## config.mk

```make
export PLATFORM = sky130hd
export DESIGN_NAME = fifo_ctrl
export DESIGN_NICKNAME = d
export VERILOG_FILES = /design/src/rtl/fifo_ctrl.sv
export SDC_FILE = /design/constraint.sdc
export NUM_CORES = 1
export LEC_CHECK = 0
export ABC_AREA = 1
export CORE_UTILIZATION = 43
export CTS_CLUSTER_SIZE = 28
export DETAILED_ROUTE_END_ITERATION = 8
export GPL_TIMING_DRIVEN = 0
export PLACE_DENSITY = 0.74
export SLEW_MARGIN = 20
export SYNTH_ARGS = -nofsm -noshare
export SYNTH_HDL_FRONTEND = slang
export SYNTH_SLANG_ARGS = --single-unit
```

## constraint.sdc

```tcl
create_clock -name clk -period 1.92 [get_ports clk]
set_clock_uncertainty 0.2 [all_clocks]
set_input_delay 0.384 -clock clk [delete_from_list [all_inputs] [get_ports clk]]
set_output_delay 0.384 -clock clk [all_outputs]
set_load 0.05 [all_outputs]
```

## src/rtl/fifo_ctrl.sv

```systemverilog
// Pointer/flag controller that turns a 2**width-entry register file
// (synchronous write, combinational read) into a synchronous FIFO.
module fifo_ctrl #(
  parameter int width            = 4,
  parameter int almost_full_lvl  = 2**width - 2,
  parameter int almost_empty_lvl = 1
) (
  input  logic             clk,
  input  logic             reset,
  input  logic             wr,
  input  logic             rd,
  output logic             w_en,
  output logic [width-1:0] w_addr,
  output logic [width-1:0] r_addr,
  output logic             full,
  output logic             empty,
  output logic             almost_full,
  output logic             almost_empty,
  output logic [width:0]   count,
  output logic             overflow,
  underflow
);

  localparam logic [width:0]   depth   = (width+1)'(2**width);
  localparam logic [width:0]   af_lvl  = (width+1)'(almost_full_lvl);
  localparam logic [width:0]   ae_lvl  = (width+1)'(almost_empty_lvl);
  localparam logic [width:0]   cnt_one = (width+1)'(1);
  localparam logic [width-1:0] ptr_one = width'(1);

  logic [width-1:0] w_ptr;
  logic [width-1:0] r_ptr;
  logic [width:0]   count_next;
  logic             wr_ok;
  logic             rd_ok;

  // A write while full is accepted only when a read frees the head slot
  // in the same cycle; the array returns the old entry before the edge.
  always_comb begin
    wr_ok      = wr & (~full | rd);
    rd_ok      = rd & ~empty;
    w_en       = wr_ok & ~reset;
    count_next = count;
    case ({wr_ok, rd_ok})
      2'b10:   count_next = count + cnt_one;
      2'b01:   count_next = count - cnt_one;
      default: count_next = count;
    endcase
  end

  always_ff @(posedge clk or posedge reset) begin
    if (reset) begin
      w_ptr     <= '0;
      r_ptr     <= '0;
      count     <= '0;
      full      <= 1'b0;
      empty     <= 1'b1;
      overflow  <= 1'b0;
      underflow <= 1'b0;
    end else begin
      if (wr_ok) w_ptr <= w_ptr + ptr_one;
      if (rd_ok) r_ptr <= r_ptr + ptr_one;
      count     <= count_next;
      full      <= (count_next == depth);
      empty     <= (count_next == '0);
      overflow  <= wr & full & ~rd;
      underflow <= rd & empty;
    end
  end

  always_comb begin
    w_addr       = w_ptr;
    r_addr       = r_ptr;
    almost_full  = (count >= af_lvl);
    almost_empty = (count <= ae_lvl);
  end

endmodule

```

* After elaboration in Yosys (flattened, before gate mapping)
Cells that the tools add are included.
Cells by class: add/subtract/negate cells 4, magnitude comparators 2, equality and inequality tests 3, multiplexer cells 1, bitwise operators 11, reduce and logical (&&, ||, !) cells 1
Operators with widths (number):
- 5-bit case mux with 2 select lines | 1
- 4-bit by 1-bit adder with 4-bit output, second input constant | 2
- 1-bit AND | 6
- 5-bit by 1-bit adder with 5-bit output, second input constant | 1
- 5-bit == test, second input constant | 1
- 5-bit by 4-bit >= comparator with 1-bit output, second input constant | 1
- 5-bit by 1-bit less-or-equal comparator with 1-bit output, second input constant | 1
- 5-bit zero test | 1
- 5-bit by 1-bit subtractor with 5-bit output, second input constant | 1
- 1-bit inverter | 4
- 2-bit by 1-bit == test with 1-bit output, second input constant | 1
- 2-bit == test, second input constant | 1
- 1-bit bitwise OR | 1
Word-level totals: register bits 17, input bits 4, output and inout bits 20, logic and storage cells 29

* Logic depth before layout (Yosys ltp)
Gate-level depths: netlist (run 1).
depth in word-level cells 6, gate-level depth with buffers 13, depth with buffers taken out 13

* Least setup slack after synthesis (run 1)
Ideal clock, no wire load.
path kind register to output, start register count[1], end output almost_full, arrival 2.119 ns, data required time 1.336 ns, setup slack -0.783 ns, cell stages (with the launch flop) 4, cell sequence dfrtp_1 > ha_1 > nor2_1 > o21ai_0
On the way: longest elaborated chain between the ends 1
Ends and longest elaborated chain:
- start: declaration | RTL line 19 | output logic [width:0] count,
- start signal: assignment | RTL line 62 | count <= count_next;
- 5-bit by 4-bit >= comparator with 1-bit output | RTL line 73 | almost_full = (count >= af_lvl);
- end: declaration | RTL line 17 | output logic almost_full,
Every way passes these cells.

* Final worst setup path (run 1)
start register count[0], end output almost_empty
On the way: longest elaborated chain between the ends 1
Ends and longest elaborated chain:
- 5-bit by 1-bit less-or-equal comparator with 1-bit output | RTL line 74 | almost_empty = (count <= ae_lvl);
- end: declaration | RTL line 18 | output logic almost_empty,
Every way passes these cells.

==> results of run 1 <==
state kept, by name, summed over array words and instances, names as in the netlist:
register / flops
count: 5
r_addr: 4
w_addr: 4
empty: 1
full: 1
overflow: 1
underflow: 1
power by group:
part	leakage, nW	internal [mW]	switching (mW)
clock network	0.0150	0.0808	0.107
registers	0.206	0.518	0.163
logic	0.588	0.627	1.21
total	0.809	1.23	1.48
synth_stat cells:
master / count / share of area (%)
nand2_1: 38 / 15
xor2_1: 1 / 0.90
o21ai_1: 1 / 0.51
xnor2_1: 5 / 4.5
inv_1: 20 / 7.7
nand3_1: 11 / 5.7
ha_1: 8 / 10
nor2_1: 10 / 3.9
nand4_1: 2 / 1.3
o21ai_0: 2 / 1.0
o211a_1: 1 / 1.0
inv_2: 1 / 0.39
o211ai_1: 1 / 0.77
dfstp_2: 1 / 2.7
o21ai_2: 1 / 0.90
dfrtp_1: 16 / 41
or2_1: 1 / 0.64
nor2_2: 1 / 0.64
a21boi_2: 1 / 1.2
logic make-up after synthesis:
kind of cell,after synthesis,share of synthesized area [%]
buffers and inverters,21,8.12
xor gates and xnor gates,6,5.41
and+or+nand+nor,63,26.8
adders and majority gates,8,10.3
AOI/OAI and AO/OA,7,5.41
DFF,17,43.9
metal layers:
layer	global-route usage [%]	wire, um	vias up
li1	-	-	471
met1	20.8	979	442
met2	40.5	1380	19
met3	4.63	75	2
met4	4.29	13	0
met5	0	0	-
repair_timing:
action,in CTS,in global routing
hold buffers,0,0
pin swaps,7,12
setup buffers,12,8
gates resized for setup,43,13
endpoints found under the setup margin,27,5
worst reg2reg max path, cell delays in order (launching register included):
cell and delay, ps:
dfstp_2 570, nor2_4 40, buf_6 110, ha_4 170, or2_1 250, a21boi_2 180, nand2_1 60, nor2_1 100
nand2_1 80, nor2_1 100
per-stage QoR:
stage / utilization (%) / power, mW / TNS [ps] / area, um^2
2_1_floorplan: - / 1.86 / -138 / 1020
3_3_place_gp: 62.8 / 2.33 / -4330 / 1280
3_5_place_dp: 62.8 / 2.37 / -4530 / 1280
4_1_cts: 68.3 / 2.59 / -329 / 1400
5_1_grt: 72.1 / 2.86 / -376 / 1470
6_report: 72.1 / 2.71 / -79.2 / 1470
worst min path at each step:
stage | startpoint | endpoint | slack (ps) | cells past startpoint
after global routing | rd | overflow | 260 | 2
after floorplan | reset | count[2] | 110 | 1
final | rd | overflow | 250 | 2
after global placement | r_addr[3] | r_addr[3] | 260 | 1
after detailed placement | r_addr[3] | r_addr[3] | 260 | 1
after CTS | r_addr[3] | r_addr[3] | 270 | 1
cells in the final DEF, fill, tap and decap left out, types with 2 or more instances in the layout:
master         instances
buf_4                 18
buf_6                  5
clkbuf_4               3
dfrtp_1               13
dfrtp_2                3
dlygate4sd2_1         16
ha_1                   5
ha_4                   3
inv_1                 18
inv_2                  3
nand2_1               38
nand3_1               11
nand4_1                2
nor2_1                 8
nor2_2                 2
o21ai_4                2
xnor2_1                5
area by class of cell:
class | instances | area, um^2 | share of cell area, %
multi-input cells | 84 | 536 | 36.4
well taps | 27 | 33.8 | 2.29
repair buffers | 43 | 368 | 25.0
clock buffers | 4 | 26.3 | 1.78
flip-flops and latches | 17 | 430 | 29.2
inverters | 21 | 78.8 | 5.35
==> reports/qor.yml, run 1 <==
required_ps: 1340
dieArea_mm2: 0.00245
cp-end-kind: "output pin"
max_freq_mhz: 506
h-tree-depth: 1
gp_congestion: 0.885
cts_tree: "built"
cts_made_buffers: 3
synthesis.area_um2: 971
startpoint_type: "flip-flop"
status: "finished, violations left"
rrSetupSlack_ps: -10
startpoint: "count[0]"
clockBufferDepth: 2
grt_setup_unrepaired: "true"
routed_wl_um: 2450
critPathMostFrequentCell: "buf_6"
final.min_clock_period_ps: 1980
drv_cap: 0
dr_total_vias: 934
gr-total-overflow: 0
clk_latency_ps: 290
syn_area_per_cell_um2: 7.96
io_pins: 24
ys_ff_latch: 17
portBuffers: 23
critPathMaxStageDelay_ps: 450
nets: 182
hpwl_um: 1570
antenna_found_initial: 0
drt_pass1_iterations: 4
tightest_slew_ps: 627
yosysSeqAreaShare_pct: 43.9
worst-path-stages: 4
clk_pin_slew_worst_paths_ps: 90
fillers: 166
cp.arrival_ps: 1390
timing_worst_setup_path_type: "reg -> out"
hold_path_class: "in -> reg"
cpLargestDelayFamily: "flip-flops"
wl_per_cell_um: 12.5
grt_pass1_wl_um: 3760
area_growth_pct: 51.7
p_leak_nw: 0.809
cp_max_fo: 5
antenna_cells: 0
dp.cells: 172
die_y_um: 49.5
violations: "setup timing"
synth_cell_type_count: 19
timing.critical_path.buf_inv: 2
place_worst_setup_slack_ps: -719
peakVddDrop_v: 0.00138
syn_inst: 122
grt_max_degree: 18
relSlewSlack_pct: 58.1
period_share_pct: 103
finalHoldViolations: 0
drive_gt1_share_pct: 26.6
syn_nets: 134
holdWs_ps: 255
fin_cells: 196
setup_violations: 4
r2r_cells: 9
cp_slowest_cell: "dfrtp_2"
grt_pass1_vias: 892
setup_ws_ps: -56.2
cp-endpoint: "almost_empty"
vias_per_cell: 4.77
drv_slew: 0
worstReg2RegEnd: "full"
core_area_mm2: 0.00204
drc: 0
fp.dieW_um: 49.5
synth_warnings: 0
num_rows: 16
p_per_area_mw_per_mm2: 1840
clock-sinks: 17
start_util_pct: 47.5
drt_iter0_markers: 16
ant_nets: 0
worstPathCellList: "buf_6 -> ha_4 -> o211a_1 -> buf_6"
reg2reg_from: "empty"
root_buffer: "clkbuf_4"
grt.total_usage_pct: 20.3
Power figures use the tool's default switching activity.
==> run 2: changes to the inputs <==
--- a/config.mk
+++ b/config.mk
@@ -6,9 +6,11 @@
 export NUM_CORES = 1
 export LEC_CHECK = 0
 export ABC_AREA = 1
+export CORE_MARGIN = 2
 export CORE_UTILIZATION = 43
 export CTS_CLUSTER_SIZE = 28
 export DETAILED_ROUTE_END_ITERATION = 8
+export GPL_ROUTABILITY_DRIVEN = 0
 export GPL_TIMING_DRIVEN = 0
 export PLACE_DENSITY = 0.74
 export SLEW_MARGIN = 20
==> run 2 against run 1 <==
  * The run still ends with setup timing left
  * Worst hold slack got worse by 35 ps
  * Global-route usage decreased by 0.35 points
  * Final area decreased by 1.0%
  * Wire length increased by 4.2%
  * Maximum frequency decreased by 1.0%
  * Flip-flop and latch count unchanged
  * Via count increased by 3.4%
  * Register-to-register slack got worse by 70 ps
  * Setup slack got worse by 20 ps
  * Die area increased by 8.2%
  * Critical path depth increased by 7
  * First-iteration DRC count increased by 25%
  * Critical path type is now reg -> reg
  * Critical endpoint is now empty
  * Largest cell class unchanged
==> reports/qor.yml, run 2 (synthesis results as in run 1) <==
status: "finished, violations left"
violations: "setup timing"
final_cell_mix: "nand2_1 (38), inv_1 (16), dlygate4sd2_1 (16)"
cts_made_buffers: 3  # unchanged
r2r_cells: 11  # +2
mostFrequentLayoutCell: "nand2_1"
finalHoldViolations: 0  # unchanged
setup_ws_ps: -76.5  # -20.3 ps
core_area_mm2: 0.00217  # +6.2%
grt_pass1_wl_um: 3970  # +5.5%
clk_latency_ps: 290  # about the same
largest_reg_flops: 5  # unchanged
clockBufferDepth: 2  # unchanged
ant_nets: 0  # unchanged
min_path_cells: 2  # unchanged
drive_gt1_share_pct: 26.7  # +0.081 points
drc: 0  # unchanged
routed_wl_um: 2550  # +4.2%
timing_worst_setup_path_type: "reg -> reg"
startpoint_type: "flip-flop"
antenna_cells: 0  # unchanged
grt.total_usage_pct: 19.9  # -0.35 points
fp.dieW_um: 51.5  # +4.0%
fin_tns_setup_ps: -157  # -78.0 ps
cp-end-kind: "flip-flop"
wl_per_cell_um: 13.5  # +8.1%
required_ps: 1950  # +610 ps
regArea_um2: 430  # unchanged
cp_max_fo: 7  # +2
drv_slew: 0  # unchanged
fin_cells: 189  # -3.6%
multi_input_area_um2: 561  # +4.7%
relSlewSlack_pct: 56.8  # -1.3 points
root_buffer: "clkbuf_4"
antenna_found_initial: 0  # unchanged
max_freq_mhz: 501  # -1.0%
grt_setup_unrepaired: "true"
dr_total_vias: 966  # +3.4%
drt_pass1_iterations: 4  # unchanged
setup_violations: 3  # -1
hold_path_class: "in -> reg"
cp.arrival_ps: 2030  # +640 ps
nets: 174  # -4.4%
cts_tree: "built"
grt_pass1_vias: 946  # +6.1%
clock-sinks: 17  # unchanged
grt_max_degree: 18  # unchanged
fillers: 182  # +9.6%
period_share_pct: 104  # +1.1 points
h-tree-depth: 1  # unchanged
start_util_pct: 44.8  # -2.8 points
gr-total-overflow: 0  # unchanged
io_pins: 24  # unchanged
portBuffers: 23  # unchanged
dp.cells: 173  # +0.58%
die_y_um: 51.5  # +4.0%
drv_cap: 0  # unchanged
area_growth_pct: 50.1
regMostFlops: "count"
num_rows: 17  # +1
vias_per_cell: 5.11  # +7.3%
hpwl_um: 1660  # +5.6%
dieArea_mm2: 0.00265  # +8.2%
clk_pin_slew_worst_paths_ps: 100  # about the same
final.min_clock_period_ps: 2000  # +20.3 ps
drt_iter0_markers: 20  # +4
tightest_slew_ps: 647  # +19.7 ps
==> run 2: cell count changes in the layout (fill, tap and decap cells not counted), moves of 2 or more <==
cell    before  now
buf_4       18    9
inv_1       18   16
inv_4        0    2
nor2_4       1    3
==> run 2: layout make-up <==
type                       count  share of cell area [%]
clock inverter                 1                   0.343
multi-input combinational     84                    38.5
timing repair buffer          35                    22.0
tap                           28                    2.40
inverter                      21                    5.75
clock buffer                   3                    1.55
sequential                    17                    29.5
==> run 2: worst paths after layout <==
kind                            from         to  slack (ps)
hold reg to reg            w_addr[3]  w_addr[3]         280
setup reg to reg                full      empty         -80
hold / removal                    rd   overflow         220
setup / recovery                full      empty         -80
max in group asynchronous      reset   count[0]         760
min in group asynchronous      reset  r_addr[2]         310
==> run 2: through the flow <==
step                setup slack (ps)  area (um^2)  utilization (%)  hold slack (ps)
finish                         -76.5         1460             67.2              220
global route                    -168         1460             67.2              216
CTS                            -4.63         1420             65.5              225
detailed placement              -750         1280             59.2              270
global placement                -710         1280             59.2              259
floorplan                      -60.6         1020                -              109
==> run 2: per-layer routing <==
layer / global-route usage [%] / vias up / share of wire, %
li1: - / 457 / -
met1: 23.0 / 469 / 40
met2: 36.5 / 34 / 54
met3: 4.89 / 6 / 4.7
met4: 5.26 / 0 / 1.4
met5: 0 / - / 0
==> run 2: timing repair <==
item | in CTS | in global routing
setup buffers | 9 | 3
pin swaps | 2 | 6
gates resized for setup | 56 | 6
hold buffers | 0 | 0
setup endpoints to repair | 27 | 4
==> run 2: worst max-delay path, cell delays in order, from the launching register on <==
cell and delay, ps:
dfrtp_2 380, inv_2 50, o21ai_4 220, buf_12 140, ha_4 230, nor2_1 150
o211ai_1 110, nand2_1 80, inv_1 70, nor2_2 120, nand2_1 90, nor2_1 100
Power of run 2 is not shown: default switching activity piles up to over one toggle a cycle in this logic, so the estimate is an artifact.
